--- src/rtl/des_subkey_gen_if.sv ---
// Handshake bundle between the DES key-schedule engine and its round-datapath consumer.
interface des_subkey_gen_if;
    localparam int unsigned KEY_W = 64;
    localparam int unsigned SK_W  = 48;
    localparam int unsigned CNT_W = 4;

    logic             start;
    logic             mode;
    logic [KEY_W-1:0] key64;
    logic             next;
    logic [SK_W-1:0]  subkey;
    logic             subkey_valid;
    logic [CNT_W-1:0] round_idx;
    logic             busy;
    logic             done;

    // Requester / consumer side
    modport master (
        output start, mode, key64, next,
        input  subkey, subkey_valid, round_idx, busy, done
    );

    // Key-schedule engine side
    modport slave (
        input  start, mode, key64, next,
        output subkey, subkey_valid, round_idx, busy, done
    );
endinterface

--- src/rtl/des_subkey_gen.sv ---
// Sequential DES key schedule: streams K1..K16 (encrypt) or K16..K1 (decrypt), one per handshake.
module des_subkey_gen (
    input  logic            clk,
    input  logic            rst_n,
    des_subkey_gen_if.slave bus
);
    localparam int unsigned HALF_W = 28;
    localparam int unsigned CD_W   = 56;
    localparam int unsigned KEY_W  = 64;
    localparam int unsigned SK_W   = 48;
    localparam int unsigned CNT_W  = 4;
    localparam int unsigned IDX_W  = 6;
    localparam int unsigned SIDX_W = 5;

    // PC-1: entry j (0 = first) is the FIPS key bit feeding C/D bit j+1
    localparam logic [CD_W*IDX_W-1:0] PC1_TAB = {
        6'd57, 6'd49, 6'd41, 6'd33, 6'd25, 6'd17, 6'd9,
        6'd1,  6'd58, 6'd50, 6'd42, 6'd34, 6'd26, 6'd18,
        6'd10, 6'd2,  6'd59, 6'd51, 6'd43, 6'd35, 6'd27,
        6'd19, 6'd11, 6'd3,  6'd60, 6'd52, 6'd44, 6'd36,
        6'd63, 6'd55, 6'd47, 6'd39, 6'd31, 6'd23, 6'd15,
        6'd7,  6'd62, 6'd54, 6'd46, 6'd38, 6'd30, 6'd22,
        6'd14, 6'd6,  6'd61, 6'd53, 6'd45, 6'd37, 6'd29,
        6'd21, 6'd13, 6'd5,  6'd28, 6'd20, 6'd12, 6'd4
    };

    // PC-2: entry j is the C/D bit (1-based) feeding subkey bit j+1
    localparam logic [SK_W*IDX_W-1:0] PC2_TAB = {
        6'd14, 6'd17, 6'd11, 6'd24, 6'd1,  6'd5,
        6'd3,  6'd28, 6'd15, 6'd6,  6'd21, 6'd10,
        6'd23, 6'd19, 6'd12, 6'd4,  6'd26, 6'd8,
        6'd16, 6'd7,  6'd27, 6'd20, 6'd13, 6'd2,
        6'd41, 6'd52, 6'd31, 6'd37, 6'd47, 6'd55,
        6'd30, 6'd40, 6'd51, 6'd45, 6'd33, 6'd48,
        6'd44, 6'd49, 6'd39, 6'd56, 6'd34, 6'd53,
        6'd46, 6'd42, 6'd50, 6'd36, 6'd29, 6'd32
    };

    typedef enum logic {IDLE, RUN} state_t;

    state_t              state_q, state_d;
    logic [HALF_W-1:0]   c_q, c_d;
    logic [HALF_W-1:0]   d_q, d_d;
    logic                mode_q, mode_d;
    logic [CNT_W-1:0]    cnt_q, cnt_d;
    logic                done_q, done_d;
    logic [CD_W-1:0]     cd0;
    logic                enc_two;
    logic                dec_two;

    function automatic logic [CD_W-1:0] pc1(input logic [KEY_W-1:0] k);
        logic [CD_W-1:0] r;
        int p;
        r = '0;
        for (int j = 0; j < int'(CD_W); j++) begin
            p = int'(PC1_TAB[(int'(CD_W) - 1 - j) * int'(IDX_W) +: IDX_W]);
            r[int'(CD_W) - 1 - j] = k[int'(KEY_W) - p];
        end
        return r;
    endfunction

    function automatic logic [SK_W-1:0] pc2(input logic [CD_W-1:0] cd);
        logic [SK_W-1:0] r;
        int p;
        r = '0;
        for (int j = 0; j < int'(SK_W); j++) begin
            p = int'(PC2_TAB[(int'(SK_W) - 1 - j) * int'(IDX_W) +: IDX_W]);
            r[int'(SK_W) - 1 - j] = cd[int'(CD_W) - p];
        end
        return r;
    endfunction

    // Shift amount for schedule step idx (1..16): steps 1, 2, 9, 16 move by one, the rest by two
    function automatic logic shift_two(input logic [SIDX_W-1:0] idx);
        return !((idx == 5'd1) || (idx == 5'd2) || (idx == 5'd9) || (idx == 5'd16));
    endfunction

    function automatic logic [HALF_W-1:0] rotl(input logic [HALF_W-1:0] x, input logic two);
        return two ? {x[HALF_W-3:0], x[HALF_W-1:HALF_W-2]} : {x[HALF_W-2:0], x[HALF_W-1]};
    endfunction

    function automatic logic [HALF_W-1:0] rotr(input logic [HALF_W-1:0] x, input logic two);
        return two ? {x[1:0], x[HALF_W-1:2]} : {x[0], x[HALF_W-1:1]};
    endfunction

    // Next-state and register updates; decrypt walks backwards by undoing each step's shift
    always_comb begin
        state_d = state_q;
        c_d     = c_q;
        d_d     = d_q;
        mode_d  = mode_q;
        cnt_d   = cnt_q;
        done_d  = 1'b0;
        cd0     = pc1(bus.key64);
        enc_two = shift_two(SIDX_W'(cnt_q) + 5'd2);
        dec_two = shift_two(5'd16 - SIDX_W'(cnt_q));
        case (state_q)
            IDLE: begin
                if (bus.start) begin
                    mode_d  = bus.mode;
                    cnt_d   = '0;
                    state_d = RUN;
                    if (bus.mode) begin
                        c_d = cd0[CD_W-1:HALF_W];
                        d_d = cd0[HALF_W-1:0];
                    end else begin
                        c_d = rotl(cd0[CD_W-1:HALF_W], 1'b0);
                        d_d = rotl(cd0[HALF_W-1:0], 1'b0);
                    end
                end
            end
            RUN: begin
                if (bus.next) begin
                    if (cnt_q == 4'd15) begin
                        state_d = IDLE;
                        cnt_d   = '0;
                        done_d  = 1'b1;
                    end else begin
                        cnt_d = cnt_q + 4'd1;
                        if (mode_q) begin
                            c_d = rotr(c_q, dec_two);
                            d_d = rotr(d_q, dec_two);
                        end else begin
                            c_d = rotl(c_q, enc_two);
                            d_d = rotl(d_q, enc_two);
                        end
                    end
                end
            end
            default: state_d = IDLE;
        endcase
    end

    // State and schedule registers with synchronous active-low reset
    always_ff @(posedge clk) begin
        if (!rst_n) begin
            state_q <= IDLE;
            c_q     <= '0;
            d_q     <= '0;
            mode_q  <= 1'b0;
            cnt_q   <= '0;
            done_q  <= 1'b0;
        end else begin
            state_q <= state_d;
            c_q     <= c_d;
            d_q     <= d_d;
            mode_q  <= mode_d;
            cnt_q   <= cnt_d;
            done_q  <= done_d;
        end
    end

    assign bus.subkey       = pc2({c_q, d_q});
    assign bus.subkey_valid = (state_q == RUN);
    assign bus.busy         = (state_q == RUN);
    assign bus.round_idx    = cnt_q;
    assign bus.done         = done_q;

endmodule

--- src/flat_wrapper.sv ---
// flat-port wrapper written by rule: the top's interface ports become plain ports
module des_subkey_gen_flat 
  (clk, rst_n, bus_start, bus_mode, bus_key64, bus_next, bus_subkey, bus_subkey_valid, bus_round_idx, bus_busy, bus_done);
  des_subkey_gen_if bus_i ();
  input  logic clk;
  input  logic rst_n;
  input wire logic [$bits(bus_i.start)-1:0] bus_start;
  input wire logic [$bits(bus_i.mode)-1:0] bus_mode;
  input wire logic [$bits(bus_i.key64)-1:0] bus_key64;
  input wire logic [$bits(bus_i.next)-1:0] bus_next;
  output wire logic [$bits(bus_i.subkey)-1:0] bus_subkey;
  output wire logic [$bits(bus_i.subkey_valid)-1:0] bus_subkey_valid;
  output wire logic [$bits(bus_i.round_idx)-1:0] bus_round_idx;
  output wire logic [$bits(bus_i.busy)-1:0] bus_busy;
  output wire logic [$bits(bus_i.done)-1:0] bus_done;
  assign bus_i.start = bus_start;
  assign bus_i.mode = bus_mode;
  assign bus_i.key64 = bus_key64;
  assign bus_i.next = bus_next;
  assign bus_subkey = bus_i.subkey;
  assign bus_subkey_valid = bus_i.subkey_valid;
  assign bus_round_idx = bus_i.round_idx;
  assign bus_busy = bus_i.busy;
  assign bus_done = bus_i.done;
  des_subkey_gen u_core (.clk(clk), .rst_n(rst_n), .bus(bus_i));
endmodule
--- config.mk ---
export PLATFORM = sky130hd
export DESIGN_NAME = des_subkey_gen_flat
export DESIGN_NICKNAME = d
export VERILOG_FILES = /design/src/rtl/des_subkey_gen_if.sv /design/src/rtl/des_subkey_gen.sv /design/src/flat_wrapper.sv
export SDC_FILE = /design/constraint.sdc
export NUM_CORES = 1
export LEC_CHECK = 0
export CAP_MARGIN = 20
export CORE_MARGIN = 4
export CORE_UTILIZATION = 53
export DETAILED_ROUTE_END_ITERATION = 7
export GPL_ROUTABILITY_DRIVEN = 0
export PLACE_DENSITY = 0.81
export SYNTH_ARGS = -nofsm -noshare
export SYNTH_HDL_FRONTEND = slang
export SYNTH_SLANG_ARGS = --single-unit
--- constraint.sdc ---
create_clock -name clk -period 2.7 [get_ports clk]
set_clock_uncertainty 0.2 [all_clocks]
set_input_delay 0.54 -clock clk [delete_from_list [all_inputs] [get_ports clk]]
set_output_delay 0.54 -clock clk [all_outputs]
set_load 0.005 [all_outputs]
# --- Yosys cells after proc, flatten, opt, wreduce, memory -nomap -nowiden ---
# Cells that the tools add are included.
classes:
  addsub: 3
  eq_ne: 12
  n_mux: 25
  bitwise: 1
  reduce_logical: 10
op_table:
  columns: ["op", "n"]
  rows:
  - ["$mux 28", 14]
  - ["$pmux 28 s2", 2]
  - ["$mux 4", 3]
  - ["$eq 5x1->1 const B", 2]
  - ["$eq 5x2->1 const B", 2]
  - ["$eq 5x4->1 const B", 2]
  - ["$eq 5x5->1 const B", 2]
  - ["$pmux 4 s2", 1]
  - ["$logic_or 1x1->1", 6]
  - ["$ne 2x2->1 const B", 3]
  - ["$reduce_and 3->1", 2]
  - ["$add 4x2->5 const B", 1]
  - ["$sub 5x4->5 const A", 1]
  - ["$add 4x1->4 const B", 1]
  - ["$eq 4x4->1 const B", 1]
  - ["$mux 1", 4]
  - ["$reduce_and 2->1", 2]
  - ["$pmux 1 s2", 1]
  - ["$not 1->1", 1]
totals:
  register_bits: 63
  input_bits: 69
  out_inout_bits: 55
  word_cells: 57

# --- Longest topological paths before layout ---
logic_depth:
  depth_word: 10
  mapped_depth: 10
  mapped_depth_nobuf: 7

# --- Worst setup path after synthesis ---
# OpenSTA, ideal clock, no wires.
synth_path:
  path_type: "register to register"
  startpoint: "register u_core.cnt_q[1] (netlist: u_core.bus.round_idx[1])"
  endpoint: "register u_core.d_q[1]"
  setup_ps: 142
  t_arrival_ps: 2027
  required_time_ps: 2358
  path_slack_ps: 331
  path_stages_with_launch: 10
  path_buffers: 2
  period_less_slack_ps: 2369
  path_cell_list: "dfxtp_1 > inv_1 > ha_1 > inv_1 > and3_1 > clkbuf_1 > nor3_4 > buf_6 > a2111oi_0 > a311oi_1"
synth_via:
  elab_chain_len: 10
  word_cells_on_any_way: 25
  classes_between: "add/sub (2); eq/ne (10); mux (6); reduce/logical (7)"
synth_lines:
  columns: ["item", "line", "text"]
  rows:
  - ["start: declaration", "des_subkey_gen.sv:45", "logic [CNT_W-1:0] cnt_q, cnt_d;"]
  - ["start signal: assignment", "des_subkey_gen.sv:148", "cnt_q <= cnt_d;"]
  - ["$sub 5x4->5 / $add 4x2->5 (equally long branches)", "des_subkey_gen.sv:96, des_subkey_gen.sv:95", null]
  - ["$eq 5x1->1 / $eq 5x2->1 (equally long branches)", "des_subkey_gen.sv:75", "return !((idx == 5'd1) || (idx == 5'd2) || (idx == 5'd9) || (idx == 5'd16));"]
  - ["$logic_or 1x1->1 (3 in a row)", "des_subkey_gen.sv:75", null]
  - ["$mux 28, on equally long branches", "des_subkey_gen.sv:83, des_subkey_gen.sv:79", null]
  - ["$mux 28", "des_subkey_gen.sv:120", "if (mode_q) begin"]
  - ["$mux 28", "des_subkey_gen.sv:114", "if (cnt_q == 4'd15) begin"]
  - ["$mux 28", "des_subkey_gen.sv:113", "if (bus.next) begin"]
  - ["$pmux 28 s2", "des_subkey_gen.sv:97", "case (state_q)"]
  - ["end signal: assignment", "des_subkey_gen.sv:139", "d_q <= '0;"]
  - ["end signal: assignment", "des_subkey_gen.sv:146", "d_q <= d_d;"]
  - ["end: declaration", "des_subkey_gen.sv:43", "logic [HALF_W-1:0] d_q, d_d;"]
# Several ways; a longest one is shown, not always the timed one. The select of a mux whose other input is x is not followed.
# A chain may end at the register's enable or synchronous reset.

# --- Worst setup path in the final report ---
layout_path:
  startpoint: "register u_core.cnt_q[0] (netlist: u_core.bus.round_idx[0])"
  endpoint: "register u_core.d_q[20]"
# Same word-level chain as after synthesis.

==> flow_metrics.py <==
metrics = {
    "finish": {
        "syn_to_final_growth_pct": 21.6,
        "utilization_pct": 66.9,
        "fin_cells": 885,
        "fillers": 873,
        "diodes": 0,
        "drive_gt1_share_pct": 10.5,
        "fin_nets": 816,
    },
    "global_route": {
        "grt_pass1_wl_um": 30600,
        "grt_pass1_vias": 6038,
        "antenna_found_initial": 0,
        "grt_util_all_layers_pct": 28.2,
        "grt_max_degree": 49,
        "overflow": 0,
    },
    "floorplan": {
        "io_pins": 124,
        "start_util_pct": 55.0,
        "die_h_um": 115,
        "die-area_mm2": 0.0132,
        "core_mm2": 0.0110,
        "die_w_um": 115,
        "num_rows": 38,
    },
    "critical_path": {
        "cp-start-kind": "flip-flop",
        "arrival_ps": 2520,
        "worstPathMaxFanout": 22,
        "crit_chain": "inv_1 > ha_1 > nor2b_1 > and3_1 > o21ai_4 > buf_6 > mux2i_1 > a311oi_1",
        "crit_type": "flip-flop to flip-flop",
        "worstPathRequired_ps": 2690,
        "max_stage_delay_ps": 400,
        "end_kind": "flip-flop",
        "critPathLaunch": "u_core.bus.round_idx[0]",
        "slowest_stage": "o21ai_4",
        "r2r-start": "u_core.bus.round_idx[0]",
    },
    "timing": {
        "hold_ws_ps": 402,
        "period_minus_slack_ps": 2530,
        "rsz0062_at_grt": "false",
        "drv_slew": 0,
        "hold_violations": 0,
        "max_freq_ghz": 0.395,
        "finalSetupViolCount": 0,
        "maxSlewHeadroom_pct": 57.5,
        "min_period_over_period_pct": 93.9,
        "final.setup.tns_ps": 0,
        "tightest_slew_ps": 635,
    },
    "clocking": {
        "cts_tree": "done",
        "clkLatencyLatePin_ps": 330,
        "clockBufferDepth": 2,
        "cts-buffers-inserted": 9,
        "cts.sinks": 63,
        "cts_root_buf": "clkbuf_16",
        "cts_hold_buf": 0,
        "clk_pin_slew_ps": 60,
        "cts_setup_buffers": 0,
        "cts_max_level": 3,
        "cts_resized": 0,
    },
    "synthesis": {
        "synthMuxAreaShare_pct": 22.3,
        "yosysSeqAreaShare_pct": 20.9,
        "ys_ff_latch": 63,
        "synth-simple-area-share_pct": 11.7,
        "syn_inst": 693,
        "synth_top_family_by_area": "compound AO/OA/AOI/OAI gates",
        "ys_async_sr_fraction_pct": 0,
        "syn-cell-area_mm2": 0.00604,
        "synthAdderAreaFrac_pct": 1.45,
        "synth_edf_count": 0,
        "synth-xor-area-share_pct": 0,
        "yosysUniqueCellTypes": 58,
        "yosys_warnings": 0,
        "syn_area_per_cell_um2": 8.72,
        "synth_compound_area_share_pct": 30.5,
        "syn-num-nets": 769,
        "synth_flop_cell": "dfxtp_1",
    },
    "routing": {
        "initialDrtViolationCount": 664,
        "first_pass_iters": 6,
        "vias_per_cell": 6.92,
        "antenna_left": 0,
        "drc": 0,
        "num_vias": 6128,
        "drt_wl_total_um": 19000,
        "wl_per_cell_um": 21.4,
    },
    "place": {
        "placedCellCount": 869,
        "port_buffers": 115,
        "hpwlAfterDp_um": 12900,
    },
    "status": {
        "run_status": "completed",
    },
    "min_path": {
        "hold_class": "flip-flop to flip-flop",
        "hp-start": "u_core.bus.round_idx[0]",
    },
    "power": {
        "p_leak_nw": 2.92,
        "vdd_ir_drop_max_mv": 0.389,
        "power-per-cell-area_mw_per_mm2": 495,
    },
    "flow_run": {
        "cap_viol_max_count": 0,
    },
}
[routing by layer]
metal / share of wire [%] / GRT usage, %
met5: 0 / 0
met4: 3.2 / 13.7
met3: 9.6 / 5.53
met2: 46 / 45.1
met1: 41 / 36.5
[metrics by stage]
step                setup slack, ps  area [um^2]  power [W]
floorplan                       331         6040    0.00191
global placement                171         7000    0.00224
detailed placement             53.9         7000    0.00228
CTS                             101         7340    0.00362
global route                   17.8         7350    0.00378
finish                          166         7350    0.00364
[worst max-delay path: cells and delay by family (launching register included)]
kind	cells	cell delay (ps)
adder cells (fa/ha/maj)	1	240
multiplexers	1	280
AO/OA/AOI/OAI	2	530
flip-flops	1	320
buffers and inverters	2	410
AND/OR/NAND/NOR	2	400
[cell usage in the layout, fill, tap and decap left out, types with 10 or more instances in the layout]
cell type / Yosys / routed
a21o_1: 10 / 10
clkdlybuf4s50_1: 0 / 113
dfxtp_1: 63 / 62
a211oi_1: 31 / 31
mux2i_1: 127 / 127
a221oi_1: 27 / 27
nor2_1: 12 / 12
nand3b_1: 44 / 44
nand2_1: 19 / 19
inv_1: 21 / 21
o211ai_1: 48 / 48
o21ai_0: 17 / 17
buf_4: 51 / 35
nor2b_1: 10 / 10
a21boi_0: 10 / 10
a31oi_1: 10 / 10
a21oi_1: 19 / 19
[report_power, final]
| part | switching [W] | total (W) | internal (W) |
|---|---|---|---|
| sequential | 0.000160 | 0.00118 | 0.00102 |
| clock | 0.000439 | 0.00135 | 0.000910 |
| combinational | 0.000542 | 0.00111 | 0.000570 |
| total | 0.00114 | 0.00364 | 0.00250 |
[worst paths after layout]
path                             endpoint  slack (ps)  cells after the start
hold reg to reg   u_core.bus.round_idx[0]         400                      3
hold / removal    u_core.bus.round_idx[0]         400                      3
setup / recovery           u_core.d_q[20]         170                      8
setup reg to reg           u_core.d_q[20]         170                      8
[registers in the layout (all words and copies together) (netlist names)]
signal	flops
u_core.bus.round_idx	4
u_core.mode_q	1
u_core.bus.busy	1
u_core.c_q	28
u_core.d_q	28
u_core.bus.done	1
[cell usage after synthesis (7+ instances only)]
| cell | instances | area share, % |
|---|---|---|
| mux2i_1 | 127 | 21 |
| dfxtp_1 | 63 | 21 |
| buf_4 | 51 | 6.3 |
| o211ai_1 | 48 | 6.0 |
| nand3b_1 | 44 | 5.5 |
| clkbuf_1 | 39 | 2.4 |
| a211oi_1 | 31 | 3.9 |
| a221oi_1 | 27 | 3.9 |
| inv_1 | 21 | 1.3 |
| a21oi_1 | 19 | 1.6 |
| nand2_1 | 19 | 1.2 |
| buf_2 | 18 | 1.5 |
| o21ai_0 | 17 | 1.4 |
| nor2_1 | 12 | 0.75 |
| a21boi_0 | 10 | 1.2 |
| a21o_1 | 10 | 1.2 |
| a31oi_1 | 10 | 1.0 |
| nor2b_1 | 10 | 1.0 |
| a2111oi_0 | 9 | 1.3 |
| o211a_1 | 9 | 1.5 |
| a311oi_1 | 8 | 1.2 |
| buf_6 | 7 | 1.3 |
| ha_1 | 7 | 1.4 |
| mux2_2 | 7 | 1.3 |
[logic make-up after synthesis]
logic type                 after synthesis
and+or+nand+nor                        114
AOI/OAI and AO/OA                      235
muxes                                  134
DFF                                     63
buffers and inverters                  140
adders and majority gates                7
[area by class of cell]
| class | count | area (um^2) | area share (%) |
|---|---|---|---|
| clock buffers | 14 | 284 | 3.87 |
| clock inverters | 2 | 60.1 | 0.817 |
| inverters | 22 | 82.6 | 1.12 |
| multi-input cells | 490 | 3990 | 54.4 |
| flip-flops and latches | 63 | 1260 | 17.2 |
| well taps | 140 | 175 | 2.38 |
| repair buffers | 154 | 1490 | 20.3 |
No activity file was read; power rests on OpenSTA's default activity.
